**src/rtl/icache_fetch_if.sv**
```systemverilog
// rtl/icache_fetch_if.sv - instruction queue and memory bus bundle for icache_fetch
//
// Ports (signals)
//   is_exception_from_rob  flush from the ROB
//   is_empty_from_iq       0 = fetch request valid at pc_from_iq
//   pc_from_iq             word-aligned fetch address
//   is_hit_to_iq           one-cycle pulse, instr_to_iq valid
//   instr_to_iq            fetched instruction word
//   mem_din                memory read byte, one cycle after mem_a
//   mem_a                  memory byte address
//   mem_wr                 memory write enable, always 0
// Modports: slave = cache side, master = requester/memory side.

interface icache_fetch_if #(
    parameter int PcWidth = 32
);
    logic               is_exception_from_rob;
    logic               is_empty_from_iq;
    logic [PcWidth-1:0] pc_from_iq;
    logic               is_hit_to_iq;
    logic [31:0]        instr_to_iq;
    logic [7:0]         mem_din;
    logic [PcWidth-1:0] mem_a;
    logic               mem_wr;

    modport slave (
        input  is_exception_from_rob,
        input  is_empty_from_iq,
        input  pc_from_iq,
        input  mem_din,
        output is_hit_to_iq,
        output instr_to_iq,
        output mem_a,
        output mem_wr
    );

    modport master (
        output is_exception_from_rob,
        output is_empty_from_iq,
        output pc_from_iq,
        output mem_din,
        input  is_hit_to_iq,
        input  instr_to_iq,
        input  mem_a,
        input  mem_wr
    );
endinterface

```
**src/rtl/icache_fetch.sv**
```systemverilog
// rtl/icache_fetch.sv - direct-mapped instruction cache fetch unit
//
// One 32-bit word per line, 2**IndexWidth lines. A request seen in IDLE is
// looked up immediately; a hit pulses is_hit_to_iq on the next cycle, a miss
// reads the word byte by byte (little-endian) from memory, fills the line and
// then pulses. Every pulse is followed by two HOLD cycles that ignore requests.
//
// Ports
//   clk  system clock, rising edge
//   rst  asynchronous active-low reset
//   bus  icache_fetch_if.slave: flush, IQ request/response, memory byte port

module icache_fetch #(
    parameter int IndexWidth = 6,
    parameter int PcWidth    = 32
) (
    input  logic          clk,
    input  logic          rst,
    icache_fetch_if.slave bus
);

    localparam int Lines    = 2 ** IndexWidth;
    localparam int TagWidth = PcWidth - IndexWidth - 2;

    typedef enum logic [1:0] {
        ST_IDLE  = 2'd0,
        ST_FETCH = 2'd1,
        ST_HOLD  = 2'd2
    } state_e;

    state_e             state_q, state_d;
    // Counts byte slots while in FETCH (0..4) and hold cycles in HOLD (0..1).
    logic [2:0]         cnt_q, cnt_d;
    logic [PcWidth-1:0] pc_q, pc_d;
    logic [31:0]        buf_q, buf_d;
    logic               hit_q, hit_d;
    logic [31:0]        instr_q, instr_d;
    logic [Lines-1:0]   valid_q, valid_d;

    // Data and tag storage carry no reset; only the valid bits matter.
    logic [31:0]         data_mem [Lines];
    logic [TagWidth-1:0] tag_mem  [Lines];

    logic                  line_we;
    logic [31:0]           line_wdata;
    logic [IndexWidth-1:0] req_idx;
    logic [TagWidth-1:0]   req_tag;
    logic [IndexWidth-1:0] fill_idx;
    logic [TagWidth-1:0]   fill_tag;
    logic                  lookup_hit;

    assign req_idx    = bus.pc_from_iq[IndexWidth+1:2];
    assign req_tag    = bus.pc_from_iq[PcWidth-1:IndexWidth+2];
    assign fill_idx   = pc_q[IndexWidth+1:2];
    assign fill_tag   = pc_q[PcWidth-1:IndexWidth+2];
    assign lookup_hit = valid_q[req_idx] && (tag_mem[req_idx] == req_tag);

    always_comb begin
        state_d    = state_q;
        cnt_d      = cnt_q;
        pc_d       = pc_q;
        buf_d      = buf_q;
        hit_d      = 1'b0;
        instr_d    = instr_q;
        valid_d    = valid_q;
        line_we    = 1'b0;
        line_wdata = buf_q;

        if (bus.is_exception_from_rob) begin
            // Flush wins over everything, including a same-cycle request and
            // the final fill edge, so the target line is never written.
            state_d = ST_IDLE;
            cnt_d   = '0;
        end else begin
            case (state_q)
                ST_IDLE: begin
                    if (!bus.is_empty_from_iq) begin
                        pc_d  = bus.pc_from_iq;
                        cnt_d = '0;
                        if (lookup_hit) begin
                            hit_d   = 1'b1;
                            instr_d = data_mem[req_idx];
                            state_d = ST_HOLD;
                        end else begin
                            state_d = ST_FETCH;
                        end
                    end
                end
                ST_FETCH: begin
                    // mem_din lags the address by one cycle, so slot k holds
                    // the byte for pc+k-1.
                    case (cnt_q)
                        3'd1:    buf_d[7:0]   = bus.mem_din;
                        3'd2:    buf_d[15:8]  = bus.mem_din;
                        3'd3:    buf_d[23:16] = bus.mem_din;
                        3'd4:    buf_d[31:24] = bus.mem_din;
                        default: ;
                    endcase
                    if (cnt_q == 3'd4) begin
                        line_we           = 1'b1;
                        line_wdata        = buf_d;
                        valid_d[fill_idx] = 1'b1;
                        hit_d             = 1'b1;
                        instr_d           = buf_d;
                        state_d           = ST_HOLD;
                        cnt_d             = '0;
                    end else begin
                        cnt_d = cnt_q + 3'd1;
                    end
                end
                ST_HOLD: begin
                    if (cnt_q == 3'd1) begin
                        state_d = ST_IDLE;
                        cnt_d   = '0;
                    end else begin
                        cnt_d = cnt_q + 3'd1;
                    end
                end
                default: begin
                    state_d = ST_IDLE;
                    cnt_d   = '0;
                end
            endcase
        end
    end

    always_ff @(posedge clk or negedge rst) begin
        if (!rst) begin
            state_q <= ST_IDLE;
            cnt_q   <= '0;
            pc_q    <= '0;
            buf_q   <= '0;
            hit_q   <= 1'b0;
            instr_q <= '0;
            valid_q <= '0;
        end else begin
            state_q <= state_d;
            cnt_q   <= cnt_d;
            pc_q    <= pc_d;
            buf_q   <= buf_d;
            hit_q   <= hit_d;
            instr_q <= instr_d;
            valid_q <= valid_d;
        end
    end

    always_ff @(posedge clk) begin
        if (line_we) begin
            data_mem[fill_idx] <= line_wdata;
            tag_mem[fill_idx]  <= fill_tag;
        end
    end

    // Address is issued for the first four FETCH cycles only; it derives from
    // reset flops, so it drops to zero as soon as reset or a flush lands.
    assign bus.mem_a        = ((state_q == ST_FETCH) && (cnt_q < 3'd4))
                              ? (pc_q + PcWidth'(cnt_q)) : '0;
    assign bus.mem_wr       = 1'b0;
    assign bus.is_hit_to_iq = hit_q;
    assign bus.instr_to_iq  = instr_q;

endmodule

```
**src/flat_wrapper.sv**
```systemverilog
// flat-port wrapper written by rule: the top's interface ports become plain ports
module icache_fetch_flat 
#(
    parameter int IndexWidth = 6,
    parameter int PcWidth    = 32
)
  (clk, rst, bus_is_exception_from_rob, bus_is_empty_from_iq, bus_pc_from_iq, bus_mem_din, bus_is_hit_to_iq, bus_instr_to_iq, bus_mem_a, bus_mem_wr);
  icache_fetch_if #(.PcWidth(PcWidth)) bus_i ();
  input  logic clk;
  input  logic rst;
  input wire logic [$bits(bus_i.is_exception_from_rob)-1:0] bus_is_exception_from_rob;
  input wire logic [$bits(bus_i.is_empty_from_iq)-1:0] bus_is_empty_from_iq;
  input wire logic [$bits(bus_i.pc_from_iq)-1:0] bus_pc_from_iq;
  input wire logic [$bits(bus_i.mem_din)-1:0] bus_mem_din;
  output wire logic [$bits(bus_i.is_hit_to_iq)-1:0] bus_is_hit_to_iq;
  output wire logic [$bits(bus_i.instr_to_iq)-1:0] bus_instr_to_iq;
  output wire logic [$bits(bus_i.mem_a)-1:0] bus_mem_a;
  output wire logic [$bits(bus_i.mem_wr)-1:0] bus_mem_wr;
  assign bus_i.is_exception_from_rob = bus_is_exception_from_rob;
  assign bus_i.is_empty_from_iq = bus_is_empty_from_iq;
  assign bus_i.pc_from_iq = bus_pc_from_iq;
  assign bus_i.mem_din = bus_mem_din;
  assign bus_is_hit_to_iq = bus_i.is_hit_to_iq;
  assign bus_instr_to_iq = bus_i.instr_to_iq;
  assign bus_mem_a = bus_i.mem_a;
  assign bus_mem_wr = bus_i.mem_wr;
  icache_fetch #(.IndexWidth(IndexWidth), .PcWidth(PcWidth)) u_core (.clk(clk), .rst(rst), .bus(bus_i));
endmodule
```
**config.mk**
```make
export PLATFORM = sky130hd
export DESIGN_NAME = icache_fetch_flat
export DESIGN_NICKNAME = d
export VERILOG_FILES = /design/src/rtl/icache_fetch_if.sv /design/src/rtl/icache_fetch.sv /design/src/flat_wrapper.sv
export SDC_FILE = /design/constraint.sdc
export NUM_CORES = 2
export LEC_CHECK = 0
export CELL_PAD_IN_SITES_DETAIL_PLACEMENT = 1
export CELL_PAD_IN_SITES_GLOBAL_PLACEMENT = 1
export CORE_MARGIN = 10
export CORE_UTILIZATION = 25
export DETAILED_ROUTE_END_ITERATION = 16
export PLACE_DENSITY = 0.47
export SLEW_MARGIN = 20
export SYNTH_ARGS = -nofsm -noshare
export SYNTH_HDL_FRONTEND = slang
export SYNTH_SLANG_ARGS = --single-unit
```
**constraint.sdc**
```tcl
create_clock -name clk -period 6.35 [get_ports clk]
set_clock_uncertainty 0.05 [all_clocks]
set_input_delay 1.27 -clock clk [delete_from_list [all_inputs] [get_ports clk]]
set_output_delay 1.27 -clock clk [all_outputs]
set_load 0.01 [all_outputs]
```
Word level (Yosys, flattened, before mapping):

Memories as Yosys holds them, arrays and structs flattened.
Cells that the tools add are included.

* order comparisons: 4
* multiply operators: 0
* divide/modulo/power cells: 0
* bitwise logic cells: 3
* multiplexer cells: 36
* eq/ne operators: 13
* reduce and logical (&&, ||, !) cells: 10
* shifts and indexed selects: 0
* add/sub/neg operators: 2

Operator list (number)
* $mux 32: 7
* $or 64x64->64: 1
* $pmux 32 s2: 1
* $add 32x3->32: 1
* $mux 8: 4
* $eq 24x24->1: 1
* $lt 6x7->1 const B: 2
* $mux 3: 4
* $mux 1: 10
* $mux 2: 5
* $pmux 3 s3: 1
* $reduce_and 3->1: 3
* $bmux 1 s6: 1
* $demux 1 s6: 1
* $eq 3x2->1 const B: 2
* $ge 6x1->1 const B: 1
* $ne 3x2->1 const B: 2
* $pmux 2 s3: 1
* $reduce_and 5->1: 1
* $ne 2x1->1 const B: 2
* $add 3x1->3 const B: 1
* $eq 3x1->1 const B: 1
* $eq 3x3->1 const B: 1
* $logic_and 1x1->1: 3
* other kinds (10): 11

* memory bits (writable): 3584
* word-level logic and storage cells: 77
* ROM bits: 0
* latch bits: 0
* memories kept: 2
* register bits: 166
* input bits: 44

Memory list
* u_core.data_mem: depth 64, width 32, read ports 1, clocked after memory_dff 0, write ports 1, RTL line icache_fetch.sv:41 `logic [31:0] data_mem [Lines];`
* u_core.tag_mem: depth 64, width 24, read ports 1, clocked after memory_dff 0, write ports 1, RTL line icache_fetch.sv:42 `logic [TagWidth-1:0] tag_mem [Lines];`

Logic depth before layout (Yosys ltp):

* word-level depth: 7
* depth in mapped cells: 18
* mapped depth without buffers: 11

Worst setup path after synthesis:

No wires, ideal clock.

* path kind: in2reg
* start point: input port bus_is_exception_from_rob
* end point: memory u_core.data_mem[31][0], enable pin
* data arrival time: 4847 ps
* cell stages on the path: 6
* slack: 982 ps
* path buffers: 1
* cell sequence: clkbuf_1 nand2b_1 nor2_1 and2_1 nand3_1 nor2_1

* word-level cells in the longest chain between the ends: 3

RTL lines
* start, declared: RTL line flat_wrapper.sv:11 `input wire logic [$bits(bus_i.is_exception_from_rob)-1:0] bus_is_exception_from_rob;`
* $mux 1: RTL line icache_fetch.sv:69 `if (bus.is_exception_from_rob) begin`
* $mux 1: RTL line icache_fetch.sv:148 `if (line_we) begin`
* $mux 1 (implied by the code): RTL line icache_fetch.sv:149 `data_mem[fill_idx] <= line_wdata;`
* end, declared: RTL line icache_fetch.sv:41

Every way passes these cells.

Worst setup path after layout:

* start point: register u_core.cnt_q[1]
* end point: output port bus_mem_a[9]

* word-level cells in the longest chain between the ends: 3
* elaborated cells on any way between the ends: 4
* classes of those cells: add/sub (1); order compare (1); mux (1); reduce/logical (1)

RTL lines
* start, declared: RTL line icache_fetch.sv:33 `logic [2:0] cnt_q, cnt_d;`
* start signal, assigned: RTL line icache_fetch.sv:138 `cnt_q <= cnt_d;`
* parallel branches: the longest is 2 deep, another holds $add 32x3->32
* $mux 32 *: RTL line icache_fetch.sv:157 `? (pc_q + PcWidth'(cnt_q)) : '0;`
* end, declared: RTL line flat_wrapper.sv:17 `output wire logic [$bits(bus_i.mem_a)-1:0] bus_mem_a;`

Every way passes the cells marked *.

==> summary.md <==
| Metric | Value |
|---|---|
| H-tree levels | 5 |
| Worst skew pair latency | 1.00 ns |
| Placed insts | 14600 |
| Post-Syn Nets | 6788 |
| Synth Register Bits | 3750 |
| Pre-CTS WS | -0.344 ns |
| WL/cell | 34.7 um |
| Slowest cell on the critical path | a21oi_1 |
| Worst-path clk slew | 0.06 ns |
| Starting DRT DRC Count | 9386 |
| TritonCTS clock tree | yes |
| Syn_area_per_cell | 21.7 um^2 |
| Boundary Pins | 110 |
| Initial antenna violation count | 42 |
| Synth warnings | 0 |
| Drt drc | 0 |
| Mapped cell area | 0.146 mm^2 |
| Reg2Reg Launch Point | u_core.tag_mem[34][5] |
| Hold Buf Count CTS | 0 |
| Slew Limit Fails | 0 |
| RD Place Congestion | 0.773 |
| Routed Antenna Nets | 0 |
| Register area share after synthesis | 0.766 |
| Data arrival, critical path | 4.81 ns |
| Via count | 75900 |
| Status | finished clean |
| Root buffer cell | clkbuf_16 |
| Nets | 7328 |
| Async set or reset register ratio after synthesis | 0.0443 |
| Library cells used by synthesis | 80 |
| Total GRT Usage | 0.168 |
| Crit path largest cell delay | 0.75 ns |
| Hold Path Class | in2async |
| First-pass GRT wire length | 714000 um |
| Largest area contributor in the netlist | edfxtp_1 |
| Die area | 0.615 mm^2 |
| Setup Buffers After CTS | 0 |
| Tcrit/Tclk final | 0.965 |
| Layout Cells excl Fill | 15400 |
| Initial core utilization | 0.251 |
| Max clock buf depth | 4 |
| Pwr per Cell Area | 336 mW/mm^2 |
| Post-synth top area share | 0.738 |
| Flop2flop setup slack | 1.53 ns |
| Maximum vdd drop | 0.307 mV |
| Max Cap Viol | 0 |
| Chip Height | 784 um |
| RSZ-0062 raised after global routing | no |
| Post-layout min period | 6.13 ns |
| CP required | 5.03 ns |
| IO buf count | 108 |
| GRT overflow | 0 |
| CP Launch Type | register |
| Most common cell on crit path | nor2_1 |
| Rows | 280 |
| Critical path start-end classification | reg2out |
| Top_reg_cell synth | edfxtp_1 |
| WHS | 0.118 ns |
| CTS buffer count | 402 |
| CP startpoint | u_core.cnt_q[1] |
| Final Hold Viols | 0 |
| Share of cells above drive strength 1 | 0.282 |
| Vias in the first global route | 78200 |
| Critical path endpoint category | primary output |
| Rel. slew slack | 0.196 |
| Gate Count Post-Synth | 6732 |
| Max Freq | 163 MHz |
| Ranking of synthesized cells by area | edfxtp_1 (74%), mux4_2 (13%), mux2i_1 (3.3%) |
| Core ar. | 0.582 mm^2 |
| Final Power | 58.2 mW |
| Number of synthesized flops with an enable pin | 3584 |
| Setup Viol. Count Final | 0 |
| Die W | 784 um |
| Clk sink count | 3750 |
| Initial DRT Pass Iterations | 5 |
| P_leak | 55.4 nW |
| Final worst slack | 0.221 ns |
| Least-Margin Pin Slew | 1.20 ns |
| Final WL | 533000 um |
| Pin count of the biggest net entering global routing | 117 |
| Crit path cell chain | ha_1 > a21o_1 > a21oi_1 > nor2_1 > nand3_1 > xor2_1 > nor2_1 > clkdlybuf4s50_1 |
| Vias per inst | 4.94 |
| Area grow syn2layout | 18.6% |
| Post-DP HPWL | 291000 um |
| Crit path max fanout | 6 |
-- power breakdown --
part / internal [mW] / switching (mW)
Combinational: 1.52 / 3.85
Sequential: 29.0 / 0.467
Clock: 13.1 / 10.2
Total: 43.7 / 14.5
-- what timing repair did --
action                                 CTS  global route
resized for setup                        1             3
endpoints found under the hold margin    0             0
setup endpoints to repair                1             2
-- flip-flops by register name (all words and copies together) (netlist names) --
| signal | flops |
|---|---|
| u_core.valid_q | 64 |
| u_core.bus.instr_to_iq | 32 |
| u_core.bus.is_hit_to_iq | 1 |
| u_core.tag_mem | 1536 |
| u_core.buf_q | 32 |
| u_core.state_q | 2 |
| u_core.data_mem | 2048 |
| u_core.cnt_q | 3 |
| u_core.pc_q | 32 |
-- cells in the final DEF, fill, tap and decap left out, types with 11 or more instances in the layout --
cell,netlist,final
a211oi_1,11,11
a21oi_1,83,83
a221oi_1,17,17
a22oi_1,161,161
a31oi_1,20,20
and2_1,13,12
and3_1,17,17
buf_12,0,139
buf_4,45,264
bufinv_16,0,29
clkbuf_1,118,110
clkbuf_16,0,405
clkbuf_8,0,17
clkdlybuf4s50_1,0,100
clkinv_1,1,80
clkinv_2,0,69
clkinvlp_4,0,12
dfrtp_1,166,133
dfrtp_2,0,29
edfxtp_1,3584,3584
mux2_2,101,97
mux2_4,30,34
mux2i_1,478,478
mux4_2,846,846
nand2_1,179,172
nand2b_1,15,14
nand3_1,105,105
nand4_1,24,24
nor2_1,162,93
nor2_4,1,67
nor2b_1,27,22
nor3_1,13,12
o21ai_0,38,38
o22ai_1,21,21
or2_2,71,71
xnor2_1,19,19
xor2_1,26,26
-- cell families after synthesis --
logic type | synth area share
AO/OA/AOI/OAI | 0.0198
XOR/XNOR | 0.00270
adder cells (fa/ha/maj) | 0.00108
buffers and inverters | 0.0139
flip-flops | 0.766
multiplexers | 0.174
other | 0.0000257
AND/OR/NAND/NOR | 0.0220
-- Yosys cell counts, drive strengths merged (5+ instances only) --
cell        n
dfrtp     166
xnor2      19
and4        6
edfxtp   3584
a311oi      5
nand3     105
nand2b     15
or3         9
a211oi     11
buf       256
or2        72
a2111oi     6
clkbuf    118
a221oi     17
a22oi     161
nor4        6
mux2i     478
o21ai      40
a21oi      83
o211ai     10
nand4      24
mux4      846
nor2b      27
nor2      165
and2       13
xor2       26
and3       17
ha         11
nor3       13
inv        13
a31oi      20
mux2      131
o22ai      22
nand2     180
-- worst max-delay path, delay by kind of cell, from the launching register on --
kind | cells | cell delay, ns
AOI/OAI and AO/OA | 2 | 0.91
xor gates and xnor gates | 1 | 0.21
adders and majority gates | 1 | 0.31
buffers and inverters | 1 | 0.63
DFF | 1 | 0.47
and+or+nand+nor | 3 | 1.25
-- routing by layer --
| metal | global-route usage | share of wire | vias to the layer above |
|---|---|---|---|
| li1 | - | - | 29300 |
| met1 | 0.244 | 0.45 | 43300 |
| met2 | 0.268 | 0.46 | 2801 |
| met3 | 0.0234 | 0.060 | 582 |
| met4 | 0.0338 | 0.021 | 4 |
| met5 | 0 | 0.000051 | - |
-- cell type report --
cell class,instances,area [um^2]
fill,58600,409000
tap,7755,9700
multi-input combinational,2594,32700
timing repair buffer,510,5880
antenna,5,12.5
clock inverter,215,2000
inverter,14,72.6
clock buffer,532,10800
sequential,3750,112000
-- path summary, 6_finish.rpt --
path	to	depth (start not counted)
worst max register to register	u_core.bus.instr_to_iq[6]	13
max in group asynchronous	u_core.buf_q[13]	2
worst min register to register	u_core.valid_q[58]	1
min in group clk	u_core.valid_q[58]	1
worst min-delay path	u_core.pc_q[30]	1
worst max-delay path	bus_mem_a[9]	8
-- per-stage QoR --
stage          setup TNS [ns]   util  cell area [um^2]
2_1_floorplan               0      -            146000
3_3_place_gp           -23.29  0.275            160000
3_5_place_dp            -9.79  0.275            160000
4_1_cts                     0  0.297            173000
5_1_grt                     0  0.297            173000
6_report                    0  0.297            173000
Power figures use the tool's default switching activity.
